File: config.mk
export PLATFORM = sky130hd
export DESIGN_NAME = pc_sequencer
export DESIGN_NICKNAME = d
export VERILOG_FILES = /design/src/rtl/pc_seq_pkg.sv /design/src/rtl/pc_reg.sv /design/src/rtl/pc_sequencer.sv
export SDC_FILE = /design/constraint.sdc
export NUM_CORES = 1
export LEC_CHECK = 0
export BUFFER_PORTS_ARGS = -buffer_cell sky130_fd_sc_hd__buf_2
export CAP_MARGIN = 15
export CELL_PAD_IN_SITES_DETAIL_PLACEMENT = 1
export CELL_PAD_IN_SITES_GLOBAL_PLACEMENT = 1
export CORE_MARGIN = 3
export CORE_UTILIZATION = 35
export DETAILED_ROUTE_END_ITERATION = 7
export PLACE_DENSITY = 0.94
export SLEW_MARGIN = 15
export SYNTH_ARGS = -nofsm -noshare
export SYNTH_HDL_FRONTEND = slang
export SYNTH_HIERARCHICAL = 1
export SYNTH_SLANG_ARGS = --single-unit
File: constraint.sdc
create_clock -name CLK -period 4.2 [get_ports CLK]
set_input_delay 0.84 -clock CLK [delete_from_list [all_inputs] [get_ports CLK]]
set_output_delay 0.84 -clock CLK [all_outputs]
set_load 0.005 [all_outputs]
File: src/rtl/pc_seq_pkg.sv
// Shared definitions for the PC sequencer: state encoding, PC width and parameter defaults.
package pc_seq_pkg;

    localparam int unsigned PcWidth = 32;
    localparam logic [PcWidth-1:0] ResetPcDefault = 32'h0000_0000;
    localparam int unsigned PcStepDefault = 4;

    typedef enum logic [1:0] {
        StIdle   = 2'b00,
        StFetch  = 2'b01,
        StIssue  = 2'b10,
        StHalted = 2'b11
    } state_e;

endpackage

File: src/rtl/pc_reg.sv
// Program-counter register with synchronous active-high reset and load enable.
module pc_reg
    import pc_seq_pkg::*;
#(
    parameter logic [PcWidth-1:0] RESET_VAL = ResetPcDefault
) (
    input  logic               CLK,
    input  logic               RST,
    input  logic               load_en,
    input  logic [PcWidth-1:0] d,
    output logic [PcWidth-1:0] q
);

    always_ff @(posedge CLK) begin
        if (RST) begin
            q <= RESET_VAL;
        end else if (load_en) begin
            q <= d;
        end
    end

endmodule

File: src/rtl/pc_sequencer.sv
// Fetch/issue sequencer: requests one instruction at PC, issues it, then advances or branches.
module pc_sequencer
    import pc_seq_pkg::*;
#(
    parameter logic [PcWidth-1:0] RESET_PC = ResetPcDefault,
    parameter int unsigned        PC_STEP  = PcStepDefault
) (
    input  logic               CLK,
    input  logic               RST,
    input  logic               START,
    input  logic               HALT_REQ,
    input  logic               STALL,
    input  logic               BR_TAKEN,
    input  logic [PcWidth-1:0] BR_TARGET,
    output logic               IMEM_REQ,
    output logic [PcWidth-1:0] IMEM_ADDR,
    input  logic               IMEM_ACK,
    input  logic [31:0]        IMEM_DATA,
    output logic [31:0]        INSTR,
    output logic               INSTR_VALID,
    output logic [PcWidth-1:0] PC,
    output logic [1:0]         STATE
);

    state_e             state_q, state_d;
    logic [31:0]        instr_q, instr_d;
    logic [PcWidth-1:0] pc_q, pc_next;
    logic               pc_load;

    pc_reg #(
        .RESET_VAL (RESET_PC)
    ) u_pc_reg (
        .CLK     (CLK),
        .RST     (RST),
        .load_en (pc_load),
        .d       (pc_next),
        .q       (pc_q)
    );

    always_ff @(posedge CLK) begin
        if (RST) begin
            state_q <= StIdle;
            instr_q <= '0;
        end else begin
            state_q <= state_d;
            instr_q <= instr_d;
        end
    end

    always_comb begin
        state_d = state_q;
        instr_d = instr_q;
        pc_load = 1'b0;
        pc_next = pc_q + PcWidth'(PC_STEP);
        unique case (state_q)
            StIdle, StHalted: begin
                if (START) state_d = StFetch;
            end
            StFetch: begin
                if (IMEM_ACK) begin
                    instr_d = IMEM_DATA;
                    state_d = StIssue;
                end
            end
            StIssue: begin
                // Branch/halt only matter on the cycle the instruction actually retires.
                if (!STALL) begin
                    pc_load = 1'b1;
                    if (BR_TAKEN) pc_next = BR_TARGET & ~PcWidth'(3);
                    state_d = HALT_REQ ? StHalted : StFetch;
                end
            end
            default: state_d = StIdle;
        endcase
    end

    assign IMEM_REQ    = (state_q == StFetch);
    assign INSTR_VALID = (state_q == StIssue);
    assign IMEM_ADDR   = pc_q;
    assign PC          = pc_q;
    assign INSTR       = instr_q;
    assign STATE       = state_q;

endmodule
==> results.json <==
{
  "outcome": "complete, no violations",
  "setup_violations": 0,
  "arrival_ns": 2.94,
  "swShare_pct": 27.1,
  "synth_xor_area_share_pct": 2.94,
  "async_flop_share_pct": 0,
  "synth_nets": 529,
  "timing.hold.ws_ns": 0.451,
  "p_seq_share_pct": 51.1,
  "synthMostInstantiatedCell": "nand2_1",
  "path_clk_slew_ns": 0.07,
  "antenna_found_initial": 0,
  "cts.sinks": 66,
  "die_w_um": 107,
  "ys_top_cells_by_area": "dfxtp_1, nand2_1, mux2i_1",
  "synth_top_family_by_area": "simple AND/OR/NAND/NOR gates",
  "drive_gt1_share_pct": 33.3,
  "grt-ovfl-total": 0,
  "ir_worst_vdd_uv": 172,
  "yosysTopAreaCellShare_pct": 37.0,
  "slowest_stage": "and2_1",
  "cp-end-kind": "flip-flop",
  "ys_ff_latch": 66,
  "yosysWarnings": 6,
  "die_area_mm2": 0.0115,
  "seq_area_mm2": 0.00132,
  "wl_per_cell_um": 14.9,
  "syn_inst": 454,
  "clock_power_share_pct": 37.1,
  "worst_clock_skew_ns": 0.00454,
  "drv_slew": 0,
  "critPathBufInv": 1,
  "htree_num_levels": 3,
  "hold_violations": 0,
  "worstSetupPathType": "reg2reg",
  "start_kind": "flip-flop",
  "cts-root-buf": "clkbuf_8",
  "initial_core_util_pct": 36.2,
  "post-place-ws_ns": 0.920,
  "grt_pass1_wl_mm": 17.1,
  "nNetsFinal": 649,
  "p_switching_mw": 0.350,
  "synth_area_mm2": 0.00357,
  "ys_types": 31,
  "final_area_mm2": 0.00436,
  "p_per_area_mw_per_mm2": 296,
  "grtUsageTotal_pct": 18.3,
  "seq_area_frac_synth_pct": 37.0,
  "clock_latency_ns": 0.33,
  "drv_cap": 0,
  "multi_input_area_mm2": 0.00182,
  "path_cells": "inv_1 > ha_1 > nor2b_4 > and2_1 > o21ai_0 > mux2i_1 > nor2_1",
  "yosys.area_share.simple_pct": 24.8,
  "cts_buffer_depth": 2,
  "grt_max_degree": 38,
  "io_pins": 171,
  "post_dp_cell_area_mm2": 0.00418,
  "finalPower_mw": 1.29,
  "synthAdderAreaFrac_pct": 1.40,
  "p_comb_share_pct": 11.8,
  "die_h_um": 107,
  "vias_per_cell": 5.03,
  "placed_cells": 696,
  "synth_compound_area_share_pct": 12.2,
  "drt_iter0_markers": 113,
  "cp_max_fo": 29,
  "n_antenna_cell": 0,
  "vias": 3584,
  "period_share_pct": 64.8,
  "wl_mm": 10.6,
  "worstHoldPathType": "reg2reg",
  "numCtsBuffers": 9,
  "critical_path.max_stage_delay_ns": 0.78,
  "fin_crit_ns": 2.72,
  "relSlewSlack_pct": 32.9,
  "nFillCells": 1282,
  "drt_first_pass_iters": 4,
  "final_core_util_pct": 44.2,
  "gp_congestion": 0.785,
  "post_cts_buffers": 0,
  "synth_area_per_cell_um2": 7.87,
  "dp_hpwl_mm": 7.92,
  "ys.flop_type": "dfxtp_1",
  "timing.final.ws_setup_ns": 1.48,
  "stdcell_count": 712,
  "synth_edf_count": 0,
  "core_area_mm2": 0.00986,
  "hold_buffers": 0,
  "drtAntennaViolNets": 0,
  "drc": 0,
  "rsz0062_at_grt": "false",
  "worstMarginPinSlew_ns": 1.00,
  "synth_mux_area_share_pct": 9.25,
  "p_int_mw": 0.942,
  "cts_tree": "built",
  "yosys.area.top_type": "dfxtp_1",
  "post_cts_resized": 0,
  "rows": 36,
  "portBuffers": 168,
  "crit_family": "simple AND/OR/NAND/NOR gates",
  "synth_common_cells": "nand2_1, dfxtp_1, nor2_1",
  "required_ns": 4.42,
  "syn_to_final_growth_pct": 22.0,
  "grt_pass1_vias": 3630,
  "leakagePower_nw": 1.95,
  "fin_setup_tns_ns": 0,
  "clock.fmax_mhz": 367
}
cells in the final DEF (no fill, tap or decap), drive strengths merged, types with 10 or more instances in the layout:
master	instances
buf	170
nand2	93
dfxtp	66
nor2	49
a21oi	35
mux2i	33
o21ai	18
a31oi	14
nand3	11
clkbuf	11
or4	10
per-layer routing:
metal / wire (um) / up-vias / global-route usage, %
met5: 0 / - / 0
met4: 32 / 0 / 3.74
met3: 892 / 3 / 6.56
met2: 5410 / 124 / 33.1
met1: 4280 / 1698 / 20.5
li1: - / 1759 / -
state kept, by name, indices dropped and copies added, names as in the netlist:
name and flops:
u_pc_reg/q 32, INSTR 32, STATE 2
layout make-up:
type / instances / area share [%]
Inverter: 6 / 0.517
Clock buffer: 11 / 3.24
Timing Repair Buffer: 170 / 19.6
Tap cell: 133 / 3.82
Multi-Input combinational cell: 321 / 41.8
Clock inverter: 5 / 0.689
Sequential cell: 66 / 30.3
kinds of logic (layout without fill, tap and decap cells):
| logic type | count (synthesis) | in the layout |
|---|---|---|
| and+or+nand+nor | 194 | 194 |
| AOI/OAI and AO/OA | 78 | 78 |
| buffers and inverters | 67 | 192 |
| DFF | 66 | 66 |
| muxes | 33 | 33 |
| xor gates and xnor gates | 12 | 12 |
| adders and majority gates | 4 | 4 |
worst min-delay path: cells and delay by family, from the launching register on:
kind               cells  cell delay [ns]
DFF                    1             0.31
and+or+nand+nor        1             0.05
AOI/OAI and AO/OA      1             0.05
power by group through the flow:
| stage | registers, mW | logic [mW] | clock network [mW] |
|---|---|---|---|
| final | 0.660 | 0.152 | 0.479 |
| after CTS | 0.661 | 0.156 | 0.492 |
| after global routing | 0.663 | 0.173 | 0.523 |
| after floorplan | 0.676 | 0.0775 | 0 |
| after detailed placement | 0.675 | 0.155 | 0 |
| after global placement | 0.673 | 0.146 | 0 |
worst paths after layout:
check	depth (start not counted)	start	slack (ns)	end
min reg2reg	2	INSTR[11]	0.45	INSTR[11]
min	2	INSTR[11]	0.45	INSTR[11]
max reg2reg	7	STATE[0]	1.48	u_pc_reg/q[5]
max	7	STATE[0]	1.48	u_pc_reg/q[5]
(Power assumes the default switching activity.)
